$ cat config.mk
export PLATFORM = sky130hd
export DESIGN_NAME = aoc_result_reporter
export DESIGN_NICKNAME = d
export VERILOG_FILES = /design/src/rtl/aoc_result_reporter_pkg.sv /design/src/rtl/uart_tx.sv /design/src/rtl/aoc_result_reporter.sv
export SDC_FILE = /design/constraint.sdc
export NUM_CORES = 1
export LEC_CHECK = 0
export ABC_CLOCK_PERIOD_IN_PS = 3450
export CAP_MARGIN = 20
export CORE_UTILIZATION = 50
export DETAILED_ROUTE_END_ITERATION = 6
export DONT_BUFFER_PORTS = 1
export PLACE_DENSITY_LB_ADDON = 0.08
export SKIP_CTS_REPAIR_TIMING = 1
export SLEW_MARGIN = 30
export SYNTH_ARGS = -nofsm -noshare
export SYNTH_HDL_FRONTEND = slang
export SYNTH_HIERARCHICAL = 1
export SYNTH_SLANG_ARGS = --single-unit
$ cat constraint.sdc
create_clock -name clk -period 3.45 [get_ports clk]
set_input_delay 0.69 -clock clk [delete_from_list [all_inputs] [get_ports clk]]
set_output_delay 0.69 -clock clk [all_outputs]
set_load 0.05 [all_outputs]
$ cat src/rtl/aoc_result_reporter_pkg.sv
// Shared definitions for the AoC board-level reporter: FSM state encoding,
// ASCII constants, the default baud divisor and the double-dabble nibble step.
package aoc_result_reporter_pkg;

    // Reporter sequence: IDLE -> KICK -> WAIT -> CONV -> SEND -> IDLE
    typedef enum logic [2:0] {
        ST_IDLE,
        ST_KICK,
        ST_WAIT,
        ST_CONV,
        ST_SEND
    } state_t;

    localparam logic [7:0] ASCII_0  = 8'h30;
    localparam logic [7:0] ASCII_CR = 8'h0D;
    localparam logic [7:0] ASCII_LF = 8'h0A;

    // 12 MHz board clock at 115200 baud
    localparam int CLK_HZ               = 12_000_000;
    localparam int BAUD                 = 115_200;
    localparam int DEFAULT_CLKS_PER_BIT = CLK_HZ / BAUD;

    // Double-dabble correction: a BCD nibble of 5 or more gets +3 before the
    // shift so that it carries correctly into the next decade. The add is
    // 4 bits wide; the largest input (9) gives 12, so nothing is lost.
    function automatic logic [3:0] dabble_nibble(input logic [3:0] n);
        return (n >= 4'd5) ? 4'(n + 4'd3) : n;
    endfunction

endpackage

$ cat src/rtl/uart_tx.sv
// 8N1 UART transmitter: start bit, 8 data bits LSB first, stop bit, idle high.
// Accepts a byte on tx_start while tx_busy is low; tx_busy drops on the edge
// that ends the stop bit, so a following byte can be queued right away.
module uart_tx
    import aoc_result_reporter_pkg::*;
#(
    parameter int CLKS_PER_BIT = DEFAULT_CLKS_PER_BIT
) (
    input  logic       clk,
    input  logic       rst_n,
    input  logic       tx_start,
    input  logic [7:0] tx_data,
    output logic       tx_busy,
    output logic       tx
);

    localparam int CNT_W = (CLKS_PER_BIT > 1) ? $clog2(CLKS_PER_BIT) : 1;

    logic [CNT_W-1:0] clk_cnt;   // cycles spent in the current bit
    logic [3:0]       bit_idx;   // 0 = start, 1..8 = data, 9 = stop
    logic [8:0]       frame;     // remaining data bits followed by the stop bit

    // Frame shifter: load on tx_start, advance one bit every CLKS_PER_BIT cycles
    // NOTE: clocked state is written only with non-blocking assignments so every
    // register samples the pre-edge values of the others, independent of order.
    always_ff @(posedge clk or negedge rst_n) begin
        if (!rst_n) begin
            tx_busy <= 1'b0;
            tx      <= 1'b1;
            clk_cnt <= '0;
            bit_idx <= '0;
            frame   <= '1;
        end else if (!tx_busy) begin
            if (tx_start) begin
                tx_busy <= 1'b1;
                tx      <= 1'b0;
                frame   <= {1'b1, tx_data};
                clk_cnt <= '0;
                bit_idx <= '0;
            end
        end else if (clk_cnt == CNT_W'(CLKS_PER_BIT - 1)) begin
            clk_cnt <= '0;
            if (bit_idx == 4'd9) begin
                // Stop bit complete; line is already high and stays idle
                tx_busy <= 1'b0;
            end else begin
                tx      <= frame[0];
                frame   <= {1'b1, frame[8:1]};
                bit_idx <= bit_idx + 4'd1;
            end
        end else begin
            clk_cnt <= clk_cnt + 1'b1;
        end
    end

endmodule

$ cat src/rtl/aoc_result_reporter.sv
// Board-level driver for an AoC puzzle core: kicks the core, waits for its
// answer, converts it to decimal with double-dabble and prints it on a UART
// as ASCII digits (no leading zeros) followed by CR LF.
module aoc_result_reporter
    import aoc_result_reporter_pkg::*;
#(
    parameter int RESULT_W     = 11,
    parameter int DIGITS       = 4,
    parameter int CLKS_PER_BIT = 104,
    parameter bit AUTO_START   = 1'b1
) (
    input  logic                clk,
    input  logic                rst_n,
    input  logic                go,
    input  logic                core_done,
    input  logic [RESULT_W-1:0] core_result,
    output logic                core_start,
    output logic                uart_tx,
    output logic                busy
);

    localparam int BCD_W  = DIGITS * 4;
    localparam int DD_W   = BCD_W + RESULT_W;
    localparam int BYTES  = DIGITS + 2;            // digits plus CR LF
    localparam int IDX_W  = $clog2(BYTES + 1);
    localparam int CONV_W = $clog2(RESULT_W + 1);

    state_t            state;
    logic              auto_pend;    // one automatic run still owed after reset
    logic              wait_first;   // first WAIT cycle: core_done may be stale
    logic [DD_W-1:0]   dd;           // {BCD digits, binary being shifted out}
    logic [CONV_W-1:0] conv_cnt;
    logic [IDX_W-1:0]  byte_idx;     // next byte position: 0..DIGITS-1 digits, then CR, LF
    logic              started;      // first (most significant printed) byte issued
    logic              tx_start;
    logic [7:0]        tx_data;
    logic              tx_busy;

    logic [DD_W-1:0]   dd_adj;
    logic [DD_W-1:0]   dd_next;
    logic [BCD_W-1:0]  bcd;
    logic [IDX_W-1:0]  first_pos;
    logic [IDX_W-1:0]  send_pos;
    logic [3:0]        digit;
    logic [7:0]        next_byte;
    logic              all_issued;
    logic              report_done;

    // One double-dabble step: correct every BCD nibble, then shift left by one
    // NOTE: combinational blocks assign every output a default first, so no
    // path can leave a signal unassigned and infer a latch.
    always_comb begin
        dd_adj = dd;
        for (int d = 0; d < DIGITS; d++) begin
            dd_adj[RESULT_W + 4*d +: 4] = dabble_nibble(dd[RESULT_W + 4*d +: 4]);
        end
        dd_next = {dd_adj[DD_W-2:0], 1'b0};
    end

    assign bcd = dd[DD_W-1 -: BCD_W];

    // Leading-zero suppression: position of the first non-zero digit, with the
    // least-significant digit always printed even when the value is zero
    always_comb begin
        first_pos = IDX_W'(DIGITS - 1);
        for (int p = DIGITS - 1; p >= 0; p--) begin
            if (bcd[4*(DIGITS-1-p) +: 4] != 4'd0) begin
                first_pos = IDX_W'(p);
            end
        end
    end

    assign send_pos = started ? byte_idx : first_pos;

    // Byte mux: ASCII digit for digit positions, then CR and LF
    always_comb begin
        digit = 4'd0;
        for (int p = 0; p < DIGITS; p++) begin
            if (send_pos == IDX_W'(p)) begin
                digit = bcd[4*(DIGITS-1-p) +: 4];
            end
        end
        if (send_pos == IDX_W'(DIGITS)) begin
            next_byte = ASCII_CR;
        end else if (send_pos == IDX_W'(DIGITS + 1)) begin
            next_byte = ASCII_LF;
        end else begin
            next_byte = ASCII_0 + {4'd0, digit};
        end
    end

    assign all_issued  = started && (byte_idx == IDX_W'(BYTES));
    // tx_start still high means the UART has not yet taken the byte
    assign report_done = all_issued && !tx_busy && !tx_start;

    // Reporter FSM with registered core_start, busy and UART handshake
    // NOTE: the conversion register is a plain register, not a memory, so it is
    // cleared on reset like every other piece of state here.
    always_ff @(posedge clk or negedge rst_n) begin
        if (!rst_n) begin
            state      <= ST_IDLE;
            core_start <= 1'b0;
            busy       <= 1'b0;
            auto_pend  <= AUTO_START;
            wait_first <= 1'b0;
            dd         <= '0;
            conv_cnt   <= '0;
            byte_idx   <= '0;
            started    <= 1'b0;
            tx_start   <= 1'b0;
            tx_data    <= '0;
        end else begin
            core_start <= 1'b0;
            tx_start   <= 1'b0;
            unique case (state)
                ST_IDLE: begin
                    if (go || auto_pend) begin
                        auto_pend  <= 1'b0;
                        core_start <= 1'b1;
                        busy       <= 1'b1;
                        state      <= ST_KICK;
                    end
                end
                ST_KICK: begin
                    wait_first <= 1'b1;
                    state      <= ST_WAIT;
                end
                ST_WAIT: begin
                    if (wait_first) begin
                        wait_first <= 1'b0;
                    end else if (core_done) begin
                        dd       <= {{BCD_W{1'b0}}, core_result};
                        conv_cnt <= '0;
                        state    <= ST_CONV;
                    end
                end
                ST_CONV: begin
                    dd <= dd_next;
                    if (conv_cnt == CONV_W'(RESULT_W - 1)) begin
                        byte_idx <= '0;
                        started  <= 1'b0;
                        state    <= ST_SEND;
                    end else begin
                        conv_cnt <= conv_cnt + 1'b1;
                    end
                end
                ST_SEND: begin
                    if (report_done) begin
                        busy  <= 1'b0;
                        state <= ST_IDLE;
                    end else if (!all_issued && !tx_busy && !tx_start) begin
                        tx_start <= 1'b1;
                        tx_data  <= next_byte;
                        byte_idx <= send_pos + 1'b1;
                        started  <= 1'b1;
                    end
                end
                default: begin
                    busy  <= 1'b0;
                    state <= ST_IDLE;
                end
            endcase
        end
    end

    uart_tx #(
        .CLKS_PER_BIT (CLKS_PER_BIT)
    ) u_uart_tx (
        .clk      (clk),
        .rst_n    (rst_n),
        .tx_start (tx_start),
        .tx_data  (tx_data),
        .tx_busy  (tx_busy),
        .tx       (uart_tx)
    );

endmodule

; ---- After elaboration in Yosys (flattened, before gate mapping)
; Index checks and enable logic that the tools add are counted.
[word_totals]
regBits = 73
inputBits = 15
output_inout_bits = 3
wordCells = 144
[classes]
addsub = 9
order_cmp = 4
eq_ne = 23
mux = 63
bitwise_logic = 2
n_reduce_logical = 27
[op_table]
columns = cell, n
row1 = 4-bit two-way mux, 14
row2 = 27-bit two-way mux, 2
row3 = 27-bit one-hot mux with 2 select lines, 1
row4 = 3-bit two-way mux, 12
row5 = 9-bit two-way mux, 4
row6 = 7-bit two-way mux, 5
row7 = "2-bit inequality test, second input constant", 10
row8 = 1-bit two-way mux, 19
row9 = "4-bit by 3-bit >= comparator with 1-bit output, second input constant", 4
row10 = 3-bit one-hot mux with 5 select lines, 1
row11 = "4-bit by 2-bit adder with 4-bit output, second input constant", 3
row12 = "3-bit by 2-bit equality test with 1-bit output, second input constant", 4
row13 = "3-bit equality test, second input constant", 4
row14 = 3-bit AND reduction, 4
row15 = 4-bit nonzero test, 3
row16 = "4-bit by 1-bit adder with 4-bit output, second input constant", 2
row17 = "4-bit equality test, second input constant", 2
row18 = 4-bit one-hot mux with 2 select lines, 1
row19 = 4-bit AND reduction, 2
row20 = 2-bit nonzero test, 4
row21 = "6-bit by 4-bit adder with 7-bit output, first input constant", 1
row22 = "7-bit by 1-bit adder with 7-bit output, second input constant", 1
row23 = "7-bit equality test, second input constant", 1
row24 = "3-bit by 1-bit equality test with 1-bit output, second input constant", 2
row25 = 13 further kinds, 22

; ---- Longest topological paths before layout
; Gate-level depths: netlist of the first run.
[depth]
ltp_word = 13
depth_mapped = 12
mapped_depth_nobuf = 11

; ---- Cells and area by module
; The synthesis of the first run kept the hierarchy.
[modules_own_cells]
columns = mod, n_inst, cells_each, area_per_inst_um2, seq_area_each_um2
row1 = aoc_result_reporter, 1, 270, 2648.8, 1202.4
row2 = uart_tx, 1, 122, 1221.2, 536.8

; ---- Worst setup path before layout of the first run
; Ideal clock, no wire load.
[synth_timing]
path_kind = register -> register
from = reg dd[19]
to = reg tx_data[1]
setup_time_ns = 0.066
t_arrival_ns = 2.310
t_required_ns = 3.384
path_slack_ns = 1.074
stages_incl_launch_ff = 11
path_buffers = 0
synth_period_minus_slack_ns = 2.376
cell_sequence = dfrtp_1 inv_1 ha_1 nor3b_1 o21ai_0 a22o_1 ha_1 ha_1 a21o_1 o311ai_0 a22o_1
[synth_between]
elab_chain_len = 12
elab_cells_between_ends = 17
classes_between = add/sub: 1 / eq/ne: 5 / mux: 9 / reduce/logical: 2
[synth_lines]
columns = item, line_no
row1 = from (decl), aoc_result_reporter.sv:31  ; logic [DD_W-1:0] dd;
row2 = from (signal assigned), aoc_result_reporter.sv:132  ; dd <= {{BCD_W{1'b0}}, core_result};
row3 = from (signal assigned), aoc_result_reporter.sv:138  ; dd <= dd_next;
row4 = 4-bit nonzero test, aoc_result_reporter.sv:67  ; if (bcd[4*(DIGITS-1-p) +: 4] != 4'd0) begin
row5 = 3-bit two-way mux (2 in a row), aoc_result_reporter.sv:67
row6 = 3-bit two-way mux, aoc_result_reporter.sv:73  ; assign send_pos = started ? byte_idx : first_pos;
row7 = 3-bit zero test, aoc_result_reporter.sv:79  ; if (send_pos == IDX_W'(p)) begin
row8 = 4-bit two-way mux (4 in a row), aoc_result_reporter.sv:79
row9 = 6-bit by 4-bit adder with 7-bit output, aoc_result_reporter.sv:88  ; next_byte = ASCII_0 + {4'd0, digit};
row10 = 7-bit two-way mux, aoc_result_reporter.sv:85  ; end else if (send_pos == IDX_W'(DIGITS + 1)) begin
row11 = 7-bit two-way mux *, aoc_result_reporter.sv:83  ; if (send_pos == IDX_W'(DIGITS)) begin
row12 = to (signal assigned), aoc_result_reporter.sv:153  ; tx_data <= next_byte;
row13 = to (decl), aoc_result_reporter.sv:36  ; logic [7:0] tx_data;
; Every way passes the cells marked *; elsewhere a longest branch is shown, timed or not.
; A chain may end at the register's enable or synchronous reset.

; ---- Worst setup path after layout of the first run
; Ends and elaborated chain as after synthesis.

==> flow_summary.json, run 1 <==
{
  "status": "finished, final reports clean",
  "drtAntennaViolNets": 0,
  "ys_ff_latch": 69,
  "worstMarginPinSlew_ns": 0.6182,
  "dr.first_iter.drc_count": 91,
  "insertion_delay_ns": 0.35,
  "rr_worst_depth": 10,
  "grt_pass1_vias": 2754,
  "hpwl_um": 4978,
  "viasPerCell": 5.747,
  "path_cells": "inv_1 -> ha_1 -> nor3b_1 -> o21ai_0 -> a22o_1 -> ha_1 -> ha_1 -> a21o_1 -> o311ai_0 -> a22o_1",
  "hold_path.class": "in2async",
  "path_clk_slew_ns": 0.08,
  "syn_area_sq_um": 3870,
  "synth_area_leaders": "dfrtp_1 38%, dfstp_2 6.8%, ha_1 6.1%",
  "ioPinCount": 18,
  "routabilityCongestion": 0.7638,
  "avgSynthCellArea_sq_um": 9.872,
  "first_pass_iters": 4,
  "clk_path_buf_depth": 2,
  "p_int_mw": 2.129,
  "pwr-share-clk": 0.183,
  "timing.rr.start": "dd[19]",
  "tns_ns": 0,
  "clkSinkCount": 69,
  "grt_pass1_wl_um": 13020,
  "synth_most_common_cell": "dfrtp_1",
  "dieArea_sq_um": 8096,
  "yosys-top-cells-count": "59 x dfrtp_1, 40 x nand2_1, 24 x o21ai_0, 24 x o21ai_1",
  "post-synth-top-area-fraction": 0.3815,
  "p_sw_frac": 0.3985,
  "drv_slew": 0,
  "relSlewSlack": 0.5857,
  "diodes": 0,
  "seq_power_share": 0.399,
  "grt_max_degree": 70,
  "comb_power_share": 0.418,
  "startpoint_type": "register",
  "grt_usage": 0.1972,
  "rsz0062_at_grt": "no",
  "htreeDepth": 3,
  "drive_above_1_share": 0.1224,
  "seq_area_frac_synth": 0.4494,
  "final_area_sq_um": 4078,
  "synth_cell_types": 59,
  "overflow": 0,
  "crit_path_top_delay_cell": "dfrtp_1",
  "dpl.cell_count": 475,
  "fin_cells": 491,
  "leakage_nw": 1.811,
  "peakVddDrop_mv": 0.4357,
  "regToRegEndpoint": "tx_data[1]",
  "fmax_mhz": 376.8,
  "final_min_period_over_clock_period": 0.7692,
  "core_sq_um": 7370,
  "via_count": 2822,
  "die_x_um": 89.98,
  "ys.flop_type": "dfrtp_1",
  "start_util": 0.5251,
  "critPathRequiredTime_ns": 3.73,
  "wirelength_um": 7479,
  "hold_violations": 0,
  "synth_top_area_cell": "dfrtp_1",
  "setup-violations-final": 0,
  "fin_nets": 421,
  "p_switching_mw": 1.411,
  "rows": 31,
  "fin_hold_ws_ns": 0.03149,
  "wl_per_cell_um": 15.23,
  "synth_cells": 392,
  "endpoint_kind": "register",
  "yosysWarnings": 6,
  "multiInputGateArea_sq_um": 1928,
  "die_h_um": 89.98,
  "antenna_found_initial": 0,
  "fillers": 666,
  "cts_tree": "built",
  "p_total_mw": 3.541,
  "fin_skew_ns": 0.01318,
  "cts_buffers": 9,
  "regArea_sq_um": 1739,
  "worst-setup-path-type": "reg2reg",
  "arrival_ns": 2.94,
  "placed_area_sq_um": 3885,
  "slowest_delay_ns": 0.41,
  "maxCapViolCount": 0,
  "area_growth_pct": 5.367,
  "crit_top_cell": "ha_1",
  "cp_max_fo": 8,
  "rrSetupSlack_ns": 0.80,
  "async_reset_ff_frac": 1.000,
  "cts_root_buffer": "clkbuf_8",
  "portBuffers": 0,
  "fin_crit_ns": 2.654,
  "p_per_area_nw_per_um2": 868.3,
  "synth_edf_count": 0,
  "drc": 0
}
[per-layer routing]
metal	share of wire	vias to the layer above	global-route usage
met2	0.46	42	0.3135
met3	0.027	14	0.04569
met1	0.49	1371	0.2634
met5	0	-	0
li1	-	1395	-
met4	0.019	0	0.07392
[stage by stage]
stage	util	worst slack, ns
floorplan	-	1.074
global placement	0.5272	0.9198
detailed placement	0.5272	0.8296
CTS	0.5533	0.8111
global route	0.5533	0.5136
finish	0.5533	0.7964
[flip-flops by register name, summed over array words and instances, names as in the netlist]
name	cells
state	3
tx_start	1
tx_data	5
started	1
u_uart_tx/tx	1
u_uart_tx/bit_idx	4
wait_first	1
byte_idx	3
u_uart_tx/clk_cnt	7
conv_cnt	4
core_start	1
dd	27
u_uart_tx/tx_busy	1
u_uart_tx/frame	8
busy	1
auto_pend	1
[power groups by stage]
stage                     registers (mW)  clock network, mW  logic, mW
after floorplan                     1.31                  0       1.36
after global placement              1.42                  0       1.46
after detailed placement            1.42                  0       1.50
after CTS                           1.41              0.667       1.50
after global routing                1.46              0.706       1.70
final                               1.41              0.647       1.48
[layout make-up]
cell class                      count  share of cell area
Multi-Input combinational cell    285              0.4728
Sequential cell                    69              0.4265
Clock buffer                       10             0.03130
Tap cell                           99             0.03038
Inverter                           19             0.01749
Clock inverter                      6             0.01596
Timing Repair Buffer                3            0.005523
[cells by family after synthesis]
logic type               count (synthesis)  share of synthesized area
AO/OA/AOI/OAI                          117                     0.1866
adder cells (fa/ha/maj)                 19                    0.06143
flip-flops                              69                     0.4494
AND/OR/NAND/NOR                        111                     0.1555
buffers and inverters                   39                    0.05334
multiplexers                            25                    0.06789
other                                    1                  0.0009690
XOR/XNOR                                11                    0.02490
[worst max-delay path: cells and delay by family, from the launching register on]
family / cells / cell delay (ns)
simple gates: 1 / 0.28
fa+ha+maj: 3 / 0.69
compound gates: 5 / 1.10
buf+inv: 1 / 0.12
flops: 1 / 0.41
[cells in the final DEF (no fill, tap or decap), drive strengths merged, types with 3 or more instances in the layout]
cell type  netlist  final
dfrtp           59     59
o21ai           49     49
nand2           41     41
inv             19     19
a21oi           19     19
ha              19     19
nand3           16     16
mux2i           15     15
o22ai           15     15
a22o            11     11
nor2            11     11
mux2            10     10
dfstp           10     10
clkbuf           5     10
xnor2            8      8
nand2b           7      7
nor3             6      6
nand4            5      5
nor2b            5      5
o31ai            5      5
and3             4      4
clkinv           0      4
xor2             3      3
and3b            3      3
a221oi           3      3
a211oi           3      3
buf             15      3
nor3b            3      3
[worst max-delay path by stage]
stage / slack (ns) / startpoint / depth (start not counted) / to
final: 0.80 / dd[19] / 10 / tx_data[1]
after global routing: 0.51 / dd[19] / 10 / tx_data[1]
after CTS: 0.81 / dd[19] / 10 / tx_data[1]
after detailed placement: 0.83 / dd[19] / 10 / tx_data[1]
after global placement: 0.92 / dd[19] / 10 / tx_data[1]
after floorplan: 1.07 / dd[19] / 10 / tx_data[1]
Power figures use the tool's default switching activity.
==> run 2: changes to the inputs <==
--- a/config.mk
+++ b/config.mk
@@ -5,7 +5,7 @@
 export SDC_FILE = /design/constraint.sdc
 export NUM_CORES = 1
 export LEC_CHECK = 0
-export ABC_CLOCK_PERIOD_IN_PS = 3450
+export ABC_CLOCK_PERIOD_IN_PS = 2450
 export CAP_MARGIN = 20
 export CORE_UTILIZATION = 50
 export DETAILED_ROUTE_END_ITERATION = 6
==> constraint.sdc (replaced) <==
create_clock -name clk -period 2.45 [get_ports clk]
set_input_delay 0.49 -clock clk [delete_from_list [all_inputs] [get_ports clk]]
set_output_delay 0.49 -clock clk [all_outputs]
set_load 0.05 [all_outputs]
==> flow_summary.json, run 2 (synthesis gave the netlist of run 1 again) <==
{
  "layout_common_cells": "59 x dfrtp_1, 40 x nand2_1, 28 x buf_4",
  "first_pass_iters": 4,
  "cts_buffers": 9,
  "p_int_mw": 3.391,
  "clk_path_buf_depth": 2,
  "worstSetupEndpoint": "tx_data[3]",
  "wirelength_um": 7927,
  "pwr-share-clk": 0.169,
  "biggestRegsByFlops": "dd: 27 flops, u_uart_tx/frame: 8 flops, u_uart_tx/clk_cnt: 7 flops",
  "regArea_sq_um": 1739,
  "final_min_period_over_clock_period": 0.9275,
  "p_total_mw": 5.575,
  "leakage_nw": 1.979,
  "antenna_found_initial": 0,
  "start_util": 0.5251,
  "crit_family": "compound AO/OA/AOI/OAI gates",
  "p_per_area_nw_per_um2": 1270,
  "startpoint": "dd[15]",
  "dp_slack_ns": -0.007585,
  "crit_cells": 11,
  "path_cells": "inv_2 -> ha_4 -> nand2b_1 -> o21ai_2 -> a22o_1 -> inv_1 -> ha_1 -> nor2b_2 -> a221o_1 -> a221oi_2 -> o21ai_1",
  "critPathRequiredTime_ns": 2.68,
  "viasPerCell": 5.698,
  "relSlewSlack": 0.4409,
  "routabilityCongestion": 0.8777,
  "drc": 0,
  "maxCapViolCount": 0,
  "path_clk_slew_ns": 0.07,
  "fin_util": 0.5954,
  "drtAntennaViolNets": 0,
  "grt_max_degree": 70,
  "rrSetupSlack_ns": 0.18,
  "p_switching_mw": 2.184,
  "drive_above_1_share": 0.2177,
  "timing.rr.start": "dd[15]",
  "worstMarginPinSlew_ns": 0.8386,
  "p_sw_frac": 0.3918,
  "grt_pass1_wl_um": 13320,
  "cts_root_buffer": "clkbuf_8",
  "overflow": 0,
  "htreeDepth": 3,
  "seq_power_share": 0.350,
  "wl_per_cell_um": 15.33,
  "fin_skew_ns": 0.003100,
  "drv_slew": 0,
  "fin_nets": 447,
  "crit_path_top_delay_cell": "dfrtp_1",
  "hold_violations": 0,
  "die_x_um": 89.98,
  "comb_power_share": 0.481,
  "diodes": 0,
  "arrival_ns": 2.50,
  "hpwl_um": 5357,
  "dieArea_sq_um": 8096,
  "tns_ns": 0,
  "core_sq_um": 7370,
  "rows": 31,
  "clkSinkCount": 69,
  "crit_buf_inv": 2,
  "peakVddDrop_mv": 0.7321,
  "rsz0062_at_grt": "no",
  "dr.first_iter.drc_count": 172,
  "fin_crit_ns": 2.272,
  "die_h_um": 89.98,
  "cp_max_fo": 4,
  "grt_usage": 0.2063,
  "setup-violations-final": 0,
  "portBuffers": 0,
  "rr_worst_depth": 11,
  "grt_pass1_vias": 2777,
  "regToRegEndpoint": "tx_data[3]",
  "fin_ws_ns": 0.1775,
  "fillers": 635,
  "startpoint_type": "register",
  "worst-setup-path-type": "reg2reg",
  "via_count": 2946,
  "hold_path.class": "in2async",
  "regMostFlops": "dd",
  "final_common_cell": "dfrtp_1",
  "fmax_mhz": 440.0,
  "largest_reg_flops": 27,
  "status": "finished, final reports clean",
  "ioPinCount": 18,
  "insertion_delay_ns": 0.34,
  "area_growth_pct": 13.39,
  "slowest_delay_ns": 0.43,
  "endpoint_kind": "register",
  "cts_tree": "built",
  "multiInputGateArea_sq_um": 2014
}
run 2: changes by cell type in the layout (fill, tap and decap cells not counted), moves of 2 or more:
cell / before / now
a221oi_1: 3 / 1
ha_2: 0 / 3
o21ai_0: 24 / 22
inv_2: 0 / 4
a221oi_2: 0 / 2
ha_1: 19 / 15
inv_1: 19 / 15
buf_4: 3 / 28
run 2: worst min path at each step:
stage                     start              endpoint  slack, ns  cells past startpoint
after floorplan           rst_n                  busy       0.19                      0
after global placement    rst_n  u_uart_tx/clk_cnt[3]       0.20                      0
after detailed placement  rst_n  u_uart_tx/clk_cnt[4]       0.20                      0
after CTS                 rst_n  u_uart_tx/bit_idx[1]      -0.18                      0
after global routing      rst_n  u_uart_tx/bit_idx[1]       0.04                      1
final                     rst_n  u_uart_tx/bit_idx[0]       0.02                      1
run 2: metal layers:
layer	GRT usage	share of wire	vias up
li1	-	-	1455
met1	0.2660	0.47	1441
met2	0.3353	0.49	36
met3	0.04061	0.020	14
met4	0.09677	0.020	0
met5	0	0	-
run 2: cell type report:
cell class / count / area share
multi-input cells: 285 / 0.4591
flip-flops and latches: 69 / 0.3964
repair buffers: 29 / 0.05418
clock buffers: 11 / 0.03222
well taps: 99 / 0.02823
inverters: 19 / 0.01625
clock inverters: 5 / 0.01369
run 2: worst register-to-register path, delay by kind of cell, from the launching register on:
family / cells / cell delay, ns
AOI/OAI and AO/OA: 5 / 0.96
adders and majority gates: 2 / 0.35
buffers and inverters: 2 / 0.20
DFF: 1 / 0.43
and+or+nand+nor: 2 / 0.22
run 2: power by group through the flow:
stage	registers, mW	clock network (mW)	logic (mW)
2_1_floorplan	1.85	0	1.91
3_3_place_gp	1.94	0	2.32
3_5_place_dp	1.95	0	2.38
4_1_cts	1.94	0.970	2.38
5_1_grt	2.00	1.02	3.03
6_report	1.95	0.940	2.68
run 2: stage by stage:
stage | hold WS (ns) | instance area [sq um] | std cells
final | 0.02057 | 4388 | 517
after global routing | 0.03644 | 4388 | 517
after CTS | -0.1801 | 4222 | 509
after detailed placement | 0.1965 | 4020 | 493
after global placement | 0.1962 | 4020 | 493
after floorplan | 0.1944 | 3874 | 393
